### src/rtl/sp_adder_issue_ctrl.sv
// Issue/retire controller around a fixed-latency pipelined adder with clock enable.
// Tags each issued pair through the adder, captures sums into a result FIFO, and stalls the adder via CE on backpressure.
module sp_adder_issue_ctrl #(
  parameter int W     = 16,
  parameter int LAT   = 2,
  parameter int DEPTH = 4
) (
  input  logic                       clk,
  input  logic                       resetn,
  input  logic                       in_valid,
  output logic                       in_ready,
  input  logic [W-1:0]               in_a,
  input  logic [W-1:0]               in_b,
  output logic                       add_ce,
  output logic [W-1:0]               add_a,
  output logic [W-1:0]               add_b,
  input  logic [W-1:0]               add_s,
  output logic                       out_valid,
  input  logic                       out_ready,
  output logic [W-1:0]               out_s,
  output logic [$clog2(DEPTH):0]     fifo_count,
  output logic [$clog2(LAT):0]       inflight
);

  localparam int AW = (DEPTH > 1) ? $clog2(DEPTH) : 1;
  localparam int CW = $clog2(DEPTH) + 1;
  localparam int IW = $clog2(LAT) + 1;

  logic            resetn_q;
  logic [LAT-1:0]  tag_q, tag_d;
  logic            tag_out;
  logic            in_fire;
  logic            push, pop;
  logic            fifo_full;
  logic [AW-1:0]   wr_ptr_q, wr_ptr_d;
  logic [AW-1:0]   rd_ptr_q, rd_ptr_d;
  logic [CW-1:0]   count_q, count_d;
  logic [W-1:0]    mem_q [DEPTH];
  logic [IW-1:0]   inflight_d;

  always_ff @(posedge clk) begin
    resetn_q <= resetn;
  end

  assign tag_out   = tag_q[LAT-1];
  assign fifo_full = (count_q == CW'(DEPTH));
  assign out_valid = (count_q != '0);
  assign pop       = out_valid && out_ready;

  // Only stall when a real sum is about to land in a FIFO that nobody is draining.
  assign add_ce    = resetn_q && !(tag_out && fifo_full && !pop);
  assign in_ready  = add_ce;
  assign in_fire   = in_valid && in_ready;
  assign push      = add_ce && tag_out;

  assign add_a = in_a;
  assign add_b = in_b;

  // Tag pipeline mirrors the adder stages and advances only with CE.
  assign tag_d[0] = add_ce ? in_fire : tag_q[0];
  for (genvar gi = 1; gi < LAT; gi++) begin : g_tag
    assign tag_d[gi] = add_ce ? tag_q[gi-1] : tag_q[gi];
  end

  always_ff @(posedge clk) begin
    if (!resetn) begin
      tag_q <= '0;
    end else begin
      tag_q <= tag_d;
    end
  end

  always_comb begin
    wr_ptr_d = wr_ptr_q;
    rd_ptr_d = rd_ptr_q;
    count_d  = count_q;
    if (push) begin
      wr_ptr_d = wr_ptr_q + AW'(1);
    end
    if (pop) begin
      rd_ptr_d = rd_ptr_q + AW'(1);
    end
    case ({push, pop})
      2'b10:   count_d = count_q + CW'(1);
      2'b01:   count_d = count_q - CW'(1);
      default: count_d = count_q;
    endcase
  end

  always_ff @(posedge clk) begin
    if (!resetn) begin
      wr_ptr_q <= '0;
      rd_ptr_q <= '0;
      count_q  <= '0;
    end else begin
      wr_ptr_q <= wr_ptr_d;
      rd_ptr_q <= rd_ptr_d;
      count_q  <= count_d;
      assert (!(push && fifo_full && !pop));
    end
  end

  always_ff @(posedge clk) begin
    if (push) begin
      mem_q[wr_ptr_q] <= add_s;
    end
  end

  assign out_s      = mem_q[rd_ptr_q];
  assign fifo_count = count_q;

  always_comb begin
    inflight_d = '0;
    for (int i = 0; i < LAT; i++) begin
      inflight_d = inflight_d + IW'(tag_q[i]);
    end
  end

  assign inflight = inflight_d;

endmodule

### config.mk
export PLATFORM = sky130hd
export DESIGN_NAME = sp_adder_issue_ctrl
export DESIGN_NICKNAME = d
export VERILOG_FILES = /design/src/rtl/sp_adder_issue_ctrl.sv
export SDC_FILE = /design/constraint.sdc
export NUM_CORES = 1
export LEC_CHECK = 0
export ABC_CLOCK_PERIOD_IN_PS = 2700
export CELL_PAD_IN_SITES_DETAIL_PLACEMENT = 2
export CELL_PAD_IN_SITES_GLOBAL_PLACEMENT = 2
export CORE_ASPECT_RATIO = 1.4
export CORE_MARGIN = 3
export CORE_UTILIZATION = 28
export DETAILED_ROUTE_END_ITERATION = 12
export MAX_ROUTING_LAYER = met4
export PLACE_DENSITY = 0.83
export SLEW_MARGIN = 20
export SYNTH_ARGS = -nofsm -noshare
export SYNTH_HDL_FRONTEND = slang
export SYNTH_SLANG_ARGS = --single-unit
### constraint.sdc
create_clock -name clk -period 2.7 [get_ports clk]
set_input_delay 0.54 -clock clk [delete_from_list [all_inputs] [get_ports clk]]
set_output_delay 0.54 -clock clk [all_outputs]
set_load 0.03 [all_outputs]
==> impl_metrics.env <==
export IMPL_status="finished clean"
export IMPL_rows=45
export IMPL_antennaDiodeCount=0
export IMPL_numCtsBuffers=9
export IMPL_pwr_share_seq=0.457
export IMPL_setup_viol=0
export IMPL_worst_slew_pin_slew_ns=0.492
export IMPL_ant_nets=0
export IMPL_grt_pass1_vias=1853
export IMPL_drtIter0Drc=48
export IMPL_slew_headroom=0.671
export IMPL_required_ns=2.16
export IMPL_critical_path_class="in -> out"
export IMPL_grt_antenna_before_repair=0
export IMPL_synthCells=183
export IMPL_grt_max_degree=17
export IMPL_die_h_um=132
export IMPL_clk_pin_slew_ns=0.05
export IMPL_layout_common_cells="edfxtp_1 (64), clkdlybuf4s50_1 (40), mux4_2 (16)"
export IMPL_syn_area_um2=3190
export IMPL_endpoint_kind="output pin"
export IMPL_cts_tree="yes"
export IMPL_switching_share=0.194
export IMPL_holdWs_ns=0.501
export IMPL_min_period_over_period=0.978
export IMPL_dpl_instance_area_um2=3600
export IMPL_io_pins=108
export IMPL_place_port_buffers=43
export IMPL_maxSlewViolCount=0
export IMPL_routed_wirelength_mm=6.29
export IMPL_htree_levels=3
export IMPL_placed_cells=338
export IMPL_clock_latency_ns=0.33
export IMPL_layout_commonest_cell="edfxtp_1"
export IMPL_yosys_warnings=0
export IMPL_pre_cts_slack_ns=-0.342
export IMPL_num_vias=1612
export IMPL_die_area_um2=12700
export IMPL_stdcell_area_um2=3940
export IMPL_final_cells=354
export IMPL_async_flop_share=0
export IMPL_p_per_area_nw_per_um2=718
export IMPL_root_buffer="clkbuf_16"
export IMPL_critPathLaunchType="input port"
export IMPL_timing_fmax_mhz=379
export IMPL_syn_num_nets=242
export IMPL_nets=267
export IMPL_clkPwrFrac=0.473
export IMPL_synth_seq_cells=76
export IMPL_firstDrtPassIters=4
export IMPL_synth_edf_count=64
export IMPL_hold_violations=0
export IMPL_layout_drive_gt1_share=0.225
export IMPL_cap_violations=0
export IMPL_start_util=0.291
export IMPL_via_per_inst=4.55
export IMPL_finalWorstSetupSlack_ns=0.0588
export IMPL_grt_pass1_wl_mm=10.1
export IMPL_wl_per_cell_um=17.8
export IMPL_coreArea_um2=11000
export IMPL_overflow=0
export IMPL_p_sw_uw=550
export IMPL_avgSynthCellArea_um2=17.4
export IMPL_cp_max_fo=3
export IMPL_yosysSeqAreaShare=0.677
export IMPL_comb_power_share=0.069
export IMPL_grt_usage=0.113
export IMPL_cts_sink_count=76
export IMPL_area_delta_synth_final_pct=23.6
export IMPL_min_period_ns=2.64
export IMPL_vdd_ir_drop_worst_mv=0.274
export IMPL_final_core_util=0.359
export IMPL_min_path_type="reg -> reg"
export IMPL_final_setup_skew_ns=0.00342
export IMPL_ys_types=33
export IMPL_internal_power_mw=2.28
export IMPL_die_w_um=96.2
export IMPL_place_hpwl_mm=4.16
export IMPL_routabilityCongestion=0.668
export IMPL_p_leak_nw=1.30
export IMPL_drc=0
export IMPL_rsz0062_at_grt="yes"
export IMPL_worstPathArrival_ns=2.10
export IMPL_clock_path_buffers=2
export IMPL_synthFlopType="edfxtp_1"
[cells in the mapped netlist (2+ instances only)]
master    number  area share
o21ai_0        2      0.0031
nor2b_1        2      0.0039
edfxtp_1      64        0.60
mux2i_1        2      0.0063
ha_1           6       0.024
inv_1          8      0.0094
clkbuf_1       3      0.0035
xnor2_1        3      0.0082
buf_4         33       0.078
mux4_2        16        0.11
buf_2          2      0.0031
and2_1         6       0.012
dfxtp_1       12       0.075
nand2_1        5      0.0059
[worst max-delay path: stages]
cell	delay, ns
clkdlybuf4s50_1	0.41
or4b_4	0.49
buf_4	0.16
inv_1	0.06
a21oi_1	0.07
dlygate4sd2_1	0.37
[layer usage]
metal / routed length, um / vias up / part of all wire / track usage
met2: 3320 / 51 / 0.53 / 0.186
met3: 330 / 11 / 0.052 / 0.0371
li1: - / 710 / - / -
met4: 116 / 0 / 0.018 / 0.0498
met5: 0 / - / 0 / -
met1: 2520 / 840 / 0.40 / 0.121
[registers in the layout, indices dropped and copies added, names as in the netlist, named ones only]
register,cells
mem_q,64
fifo_count,3
rd_ptr_q,2
tag_q,2
wr_ptr_q,2
resetn_q,1
[kinds of logic after synthesis]
logic type      count (synthesis)  synth area share
simple gates                   21            0.0427
fa+ha+maj                       7            0.0298
buf+inv                        47            0.0972
xor+xnor                        4            0.0110
mux                            18             0.119
flops                          76             0.677
compound gates                 10            0.0227
[final timing paths]
kind / depth (start not counted) / slack [ns] / start / to
max: 6 / 0.06 / out_ready / in_ready
min: 2 / 0.50 / wr_ptr_q[1] / wr_ptr_q[1]
max reg2reg: 9 / 0.28 / fifo_count[0] / fifo_count[2]
min reg2reg: 2 / 0.50 / wr_ptr_q[1] / wr_ptr_q[1]
[cell type report]
cell class,instances,area [um2]
Sequential cell,76,2160
Timing Repair Buffer,53,513
Multi-Input combinational cell,60,722
Tap cell,141,176
Clock inverter,7,115
Fill cell,1084,7040
Clock buffer,9,225
Inverter,8,30.0
[repair_timing]
item                       in CTS  in global routing
setup endpoints to repair       3                  3
hold endpoints to repair        0                  0
setup buffers                   0                  0
gates resized for setup         3                  1
hold buffers                    0                  0
[power groups by stage]
stage	Clock [mW]	Sequential, mW	Combinational [mW]
finish	1.34	1.29	0.197
global route	1.43	1.30	0.214
CTS	1.37	1.29	0.200
detailed placement	0	1.32	0.200
global placement	0	1.32	0.192
floorplan	0	1.32	0.192
[stage by stage]
step / power [mW] / setup TNS, ns
2_1_floorplan: 1.51 / 0
3_3_place_gp: 1.51 / -0.559
3_5_place_dp: 1.52 / -0.799
4_1_cts: 2.87 / 0
5_1_grt: 2.94 / -0.0234
6_report: 2.83 / 0
(Power assumes the default switching activity.)
